$ cat src/rtl/mem_arb_pkg.sv
// Shared types and constants for the two-port memory arbiter.
// Round-robin tie breaking is enabled by defining MEM_ARB_RR_EN.
package mem_arb_pkg;

  localparam int MEM_ADDR_W_DEF = 10;
  localparam int MEM_DATA_W_DEF = 32;

  // Grant index encoding: port I (instruction miss) and port D (data miss)
  localparam logic PORT_I = 1'b0;
  localparam logic PORT_D = 1'b1;

  typedef enum logic [1:0] {
    IDLE = 2'd0,
    BUSY = 2'd1,
    DONE = 2'd2
  } arb_state_e;

  // The port that is not p; used to rotate the tie winner
  function automatic logic other_port(input logic p);
    return ~p;
  endfunction

endpackage

$ cat src/rtl/mem_arbiter_pick.sv
// arb_pick: combinational 2-way requester pick.
// MEM_ARB_RR_EN defined : ties go to the port not granted last.
// MEM_ARB_RR_EN undefined: ties always go to port D.
module arb_pick
  import mem_arb_pkg::*;
(
  input  logic i_req,
  input  logic d_req,
`ifdef MEM_ARB_RR_EN
  input  logic last_grant,
`endif
  output logic grant_valid,
  output logic grant_idx
);

  // Choose a winner among the active requesters
  always_comb begin
    grant_valid = i_req | d_req;
    grant_idx   = PORT_I;
    if (i_req && d_req) begin
`ifdef MEM_ARB_RR_EN
      grant_idx = other_port(last_grant);
`else
      grant_idx = PORT_D;
`endif
    end else if (d_req) begin
      grant_idx = PORT_D;
    end else begin
      grant_idx = PORT_I;
    end
  end

endmodule

$ cat src/rtl/mem_arbiter.sv
// mem_arbiter: shares one data_ram port between the I-cache and D-cache
// miss ports. One transaction at a time: IDLE -> BUSY -> DONE -> IDLE.
// Optional round-robin tie breaking via MEM_ARB_RR_EN (default: D wins ties).
module mem_arbiter
  import mem_arb_pkg::*;
#(
  parameter int ADDR_W = MEM_ADDR_W_DEF,
  parameter int DATA_W = MEM_DATA_W_DEF
) (
  input  logic              clk,
  input  logic              rst_n,
  // Port I (instruction-cache miss)
  input  logic              i_cs,
  input  logic              i_wea,
  input  logic [ADDR_W-1:0] i_addra,
  input  logic [DATA_W-1:0] i_dina,
  output logic [DATA_W-1:0] i_douta,
  output logic              i_ack,
  // Port D (data-cache miss)
  input  logic              d_cs,
  input  logic              d_wea,
  input  logic [ADDR_W-1:0] d_addra,
  input  logic [DATA_W-1:0] d_dina,
  output logic [DATA_W-1:0] d_douta,
  output logic              d_ack,
  // Shared data_ram
  output logic              mem_cs,
  output logic              mem_wea,
  output logic [ADDR_W-1:0] mem_addra,
  output logic [DATA_W-1:0] mem_dina,
  input  logic [DATA_W-1:0] mem_douta,
  input  logic              mem_ack,
  output logic              busy
);

  arb_state_e        state_q, state_d;
  logic              grant_q, grant_d;
  logic              wea_q, wea_d;
  logic [ADDR_W-1:0] addr_q, addr_d;
  logic [DATA_W-1:0] wdata_q, wdata_d;
  logic [DATA_W-1:0] rdata_q, rdata_d;
`ifdef MEM_ARB_RR_EN
  logic              last_q, last_d;
`endif

  logic              pick_valid_s;
  logic              pick_idx_s;

  arb_pick u_pick (
    .i_req       (i_cs),
    .d_req       (d_cs),
`ifdef MEM_ARB_RR_EN
    .last_grant  (last_q),
`endif
    .grant_valid (pick_valid_s),
    .grant_idx   (pick_idx_s)
  );

  // State and datapath registers; reset abandons any transaction in flight
  always_ff @(posedge clk or negedge rst_n) begin
    if (!rst_n) begin
      state_q <= IDLE;
      grant_q <= PORT_I;
      wea_q   <= 1'b0;
      addr_q  <= '0;
      wdata_q <= '0;
      rdata_q <= '0;
`ifdef MEM_ARB_RR_EN
      last_q  <= PORT_I;
`endif
    end else begin
      state_q <= state_d;
      grant_q <= grant_d;
      wea_q   <= wea_d;
      addr_q  <= addr_d;
      wdata_q <= wdata_d;
      rdata_q <= rdata_d;
`ifdef MEM_ARB_RR_EN
      last_q  <= last_d;
`endif
    end
  end

  // Next state: request fields are latched only when leaving IDLE
  always_comb begin
    state_d = state_q;
    grant_d = grant_q;
    wea_d   = wea_q;
    addr_d  = addr_q;
    wdata_d = wdata_q;
    rdata_d = rdata_q;
`ifdef MEM_ARB_RR_EN
    last_d  = last_q;
`endif
    case (state_q)
      IDLE: begin
        if (pick_valid_s) begin
          state_d = BUSY;
          grant_d = pick_idx_s;
`ifdef MEM_ARB_RR_EN
          last_d  = pick_idx_s;
`endif
          if (pick_idx_s == PORT_D) begin
            wea_d   = d_wea;
            addr_d  = d_addra;
            wdata_d = d_dina;
          end else begin
            wea_d   = i_wea;
            addr_d  = i_addra;
            wdata_d = i_dina;
          end
        end else begin
          state_d = IDLE;
        end
      end
      BUSY: begin
        if (mem_ack) begin
          rdata_d = mem_douta;
          state_d = DONE;
        end else begin
          state_d = BUSY;
        end
      end
      DONE: begin
        state_d = IDLE;
      end
      default: begin
        state_d = IDLE;
      end
    endcase
  end

  // Outputs decode directly from registered state and datapath
  assign mem_cs    = (state_q == BUSY);
  assign mem_wea   = wea_q & (state_q == BUSY);
  assign mem_addra = addr_q;
  assign mem_dina  = wdata_q;
  assign i_ack     = (state_q == DONE) && (grant_q == PORT_I);
  assign d_ack     = (state_q == DONE) && (grant_q == PORT_D);
  assign i_douta   = rdata_q;
  assign d_douta   = rdata_q;
  assign busy      = (state_q != IDLE);

endmodule

$ cat config.mk
export PLATFORM = sky130hd
export DESIGN_NAME = mem_arbiter
export DESIGN_NICKNAME = d
export VERILOG_FILES = /design/src/rtl/mem_arb_pkg.sv /design/src/rtl/mem_arbiter_pick.sv /design/src/rtl/mem_arbiter.sv
export SDC_FILE = /design/constraint.sdc
export NUM_CORES = 1
export LEC_CHECK = 0
export ABC_AREA = 1
export BUFFER_PORTS_ARGS = -buffer_cell sky130_fd_sc_hd__buf_2
export CORE_MARGIN = 5
export CORE_UTILIZATION = 43
export DETAILED_ROUTE_END_ITERATION = 6
export PLACE_DENSITY_LB_ADDON = 0.05
export SKIP_CTS_REPAIR_TIMING = 1
export SYNTH_ARGS = -nofsm -noshare
export SYNTH_HDL_FRONTEND = slang
export SYNTH_HIERARCHICAL = 1
export SYNTH_SLANG_ARGS = --single-unit
$ cat constraint.sdc
create_clock -name clk -period 1.2 [get_ports clk]
set_input_delay 0.18 -clock clk [delete_from_list [all_inputs] [get_ports clk]]
set_output_delay 0.18 -clock clk [all_outputs]
set_load 0.02 [all_outputs]
Word level (Yosys, flattened, before mapping)
Index checks and enable logic that the tools add are counted.

Flip-flop bits (word level): 78. Bits in latches: 0. Memory bits (writable): 0. Memory bits (read-only): 0. Input port bits: 123. Output and inout port bits: 111. Word-level logic and storage cells: 26. Memories kept: 0.

Add/sub/neg operators: 0. $mul: 0. Divide/modulo/power cells: 0. $lt $le $gt $ge: 0. Equality and inequality tests: 2. Shifts and indexed selects: 0. Mux-type cells: 8. Bitwise logic cells: 3. Reduce and logical (&&, ||, !) cells: 7.

Operators with widths (count): 32-bit two-way mux (1); 10-bit two-way mux (1); 1-bit two-way mux (4); 2-bit case mux with 2 select lines (1); 2-bit AND reduction (2); 1-bit logical AND (3); 2-bit by 1-bit equality test with 1-bit output (second input constant) (1); 2-bit equality test (second input constant) (1); 2-bit zero test (1); 2-bit two-way mux (1); 2-bit nonzero test (1); 1-bit bitwise AND (1); 1-bit inverter (1); 1-bit bitwise OR (1).

Depth between registers and ports, before layout
Depth after elaboration: 3. Mapped depth: 8.

By module
Netlist, hierarchy kept.

By module, submodules not included: mem_arbiter (instances 1, cells each 506, area each 3776.1 µm²); arb_pick (instances 1, cells each 4, area each 15.0 µm²).

Least setup slack after synthesis
No wires, ideal clock.

Path kind: reg2out. From: register state_q[0]. To: output port i_ack. Arrival: 0.920 ns. Slack: 0.100 ns. Cell stages (with the launch flop): 2. Path through: dfrtp_1 > nor3_1.

Cells in the longest elaborated chain, start to end: 2.

RTL lines: start, declared (RTL line mem_arbiter.sv:36) `arb_state_e state_q, state_d;`; start signal, assigned (RTL line mem_arbiter.sv:72) `state_q <= state_d;`; 2-bit equality test (RTL line mem_arbiter.sv:138) `assign i_ack = (state_q == DONE) && (grant_q == PORT_I);`; 1-bit logical AND (RTL line mem_arbiter.sv:138); end, declared (RTL line mem_arbiter.sv:18) `output logic i_ack,`.

No other way between the ends.

Final worst setup path
From: register state_q[1]. To: output port mem_wea.

Cells in the longest elaborated chain, start to end: 2.

RTL lines: 2-bit by 1-bit equality test with 1-bit output (RTL line mem_arbiter.sv:135) `assign mem_wea = wea_q & (state_q == BUSY);`; 1-bit bitwise AND (RTL line mem_arbiter.sv:135); end, declared (RTL line mem_arbiter.sv:28) `output logic mem_wea,`.

No other way between the ends.

==> results.tsv <==
metric	value	unit
Power Density	2620	nW/um^2
post-synth top area cell	dfrtp_1	
TNS Setup	-0.600	ns
Synth cell types	16	
worst path arrival time	1.16	ns
first-pass GRT wire length	17.5	mm
status	complete, but fails checks	
initial antenna violation count	0	
number of synthesized register bits	78	
IO Pins	234	
met1 usage	22.6	%
met3 Usage GRT	5.46	%
drt first pass iters	4	
R2R setup slack	0.03	ns
Sequential Area	1950	um^2
# nets final	838	
grt ovf	0	
initial DRC count	116	
clk slew on worst S/H paths	0.08	ns
detailed placer's ending HPWL	8.12	mm
net count after synthesis	633	
Hold Path Stages	3	
CTS tree	built	
clock skew	0.0129	ns
worst slew pin tran	0.423	ns
fin area	5140	um^2
final routed wire length divided by cell count	12.7	um
Total Routing Usage GR	19.4	%
setup ws final	-0.145	ns
fin. max-slew vios	0	
leakage	3.27	nW
placed cell areas	4900	um^2
max capacitance violation total	0	
Vias/cell	4.46	
share of the synthesized area in the top cell type	51.5	%
Final Core Density	59.6	%
layout overhead on the synthesized area	35.7	%
H-tree depth	3	
FF-to-FF path depth	6	
vias in the first global route	3765	
GR peak layer	met2	
worst setup path start	state_q[1]$_DFF_PN0_	
number of diodes	0	
Die Y	104	um
final hold violation count	0	
largest net degree at the start of global routing	79	
die area	10800	um^2
Peak Freq	744	MHz
Max clock buf depth	2	
clk sinks	78	
DRC	0	
multi-input logic area	1420	um^2
Synthesis Warnings	6	
Worst VDD drop	0.000978	V
CTS Root Cell	clkbuf_8	
clk_lat worst skew	0.34	ns
GP Congestion	0.796	
fill cell count	862	
core area	8640	um^2
met2 Use GR	33.5	%
TritonCTS buffer count	9	
count of final setup violators	5	
Setup crit end kind	primary output	
Setup CP Type	reg -> out	
post-route minimum period	1.34	ns
Synth Instances	510	
hold worst-path end	d_douta[13]$_DFFE_PN0P_	
Worst slew margin	71.8	%
nature of the critical path startpoint	register	
DR vias	3688	
post-route insts no fill	827	
RR Endpoint	mem_dina[5]$_DFFE_PN0P_	
fraction of layout cells with a size suffix above 1	38.1	%
Data required, critical path	1.02	ns
Die X	104	um
RSZ-0062 raised after global routing	yes	
IO Port Bufs	233	
Routed Antenna Nets	0	
synthesized area	3790	um^2
DP Cell Count	808	
Hold Path Class	in -> reg	
Crit Reg-Reg Startpoint	state_q[0]$_DFF_PN0_	
final WL	10.5	mm
Tcrit/Tclk final	112	%
source of the worst hold timing path	mem_douta[13]	
Synth area leaders	dfrtp_1 51%, nand2_1 35%, buf_4 6.9%	
syn avg cell area	7.43	um^2
crit path max fanout	6	
num rows	34	
failing checks	negative setup slack	
Initial Util	43.9	%
post-synthesis sequential area ratio	51.5	%
flip-flops by register name, indices dropped and copies added (netlist names):
signal and count:
d_douta 32, grant_q 1, mem_addra 10, mem_dina 32, state_q 2, wea_q 1
Yosys cell counts, drive strengths merged:
| master | count |
|---|---|
| inv | 9 |
| nor2 | 2 |
| clkbuf | 3 |
| o21ai | 1 |
| nand3 | 2 |
| dfrtp | 78 |
| nor3 | 1 |
| buf | 53 |
| nand4 | 1 |
| nand2 | 359 |
| and3 | 1 |
stage by stage:
| stage | setup slack (ns) | total power, mW | hold slack (ns) |
|---|---|---|---|
| final | -0.145 | 13.5 | 0.0287 |
| after CTS | -0.212 | 13.5 | -0.132 |
| after detailed placement | 0.0557 | 11.8 | 0.236 |
| after global routing | -0.231 | 14.5 | 0.0144 |
| after global placement | 0.0778 | 11.6 | 0.234 |
| after floorplan | 0.100 | 9.61 | -0.116 |
layout make-up:
class / instances / share of cell area (%)
clock buffer: 9 / 2.41
clock inverter: 6 / 0.754
inverter: 9 / 0.705
multi-input combinational: 367 / 27.6
sequential: 78 / 38.0
tap: 108 / 2.63
timing repair buffer: 250 / 28.0
report_power, final:
group          total, mW  switching (mW)  internal [mW]
Sequential          4.66           0.791           3.87
Combinational       7.14            4.65           2.49
Clock               1.69           0.952          0.736
placed cells by master (no fill, tap or decap):
| cell | n |
|---|---|
| clkinvlp_4 | 2 |
| buf_2 | 227 |
| dlygate4sd3_1 | 1 |
| buf_6 | 4 |
| inv_1 | 5 |
| buf_4 | 9 |
| inv_4 | 1 |
| clkbuf_8 | 9 |
| nor2_8 | 1 |
| dfrtp_1 | 77 |
| dfrtp_2 | 1 |
| nand2_1 | 357 |
| nor3_1 | 1 |
| nor2_1 | 1 |
| nand2_2 | 2 |
| inv_2 | 3 |
| nand3_2 | 2 |
| o21ai_0 | 1 |
| and3_1 | 1 |
| clkinv_2 | 3 |
| inv_6 | 1 |
| nand4_1 | 1 |
| buf_12 | 9 |
per-layer routing:
layer | share of wire [%] | routed length (um) | up-vias
li1 | - | - | 1894
met1 | 40 | 4190 | 1630
met2 | 49 | 5180 | 143
met3 | 8.2 | 859 | 21
met4 | 2.6 | 272 | 0
met5 | 0 | 0 | -
kinds of logic (layout without fill, tap and decap cells):
kind of cell / count (synthesis) / count (layout) / share of synthesized area, %
simple gates: 366 / 366 / 37.2
flops: 78 / 78 / 51.5
buf+inv: 65 / 274 / 11.2
compound gates: 1 / 1 / 0.132
worst max path at each step:
stage	end	slack, ns	cells past startpoint
after global routing	mem_wea	-0.23	4
after CTS	mem_wea	-0.21	4
after global placement	mem_dina[28]$_DFFE_PN0P_	0.08	8
after detailed placement	mem_dina[26]$_DFFE_PN0P_	0.06	6
final	mem_wea	-0.14	4
after floorplan	i_ack	0.10	1
critical path: stages, from the launching register on:
cell	delay, ns
dfrtp_1	0.39
inv_2	0.12
nand2_2	0.08
nor2_1	0.09
buf_4	0.15
Note: power is estimated with default switching activity, not from simulation.
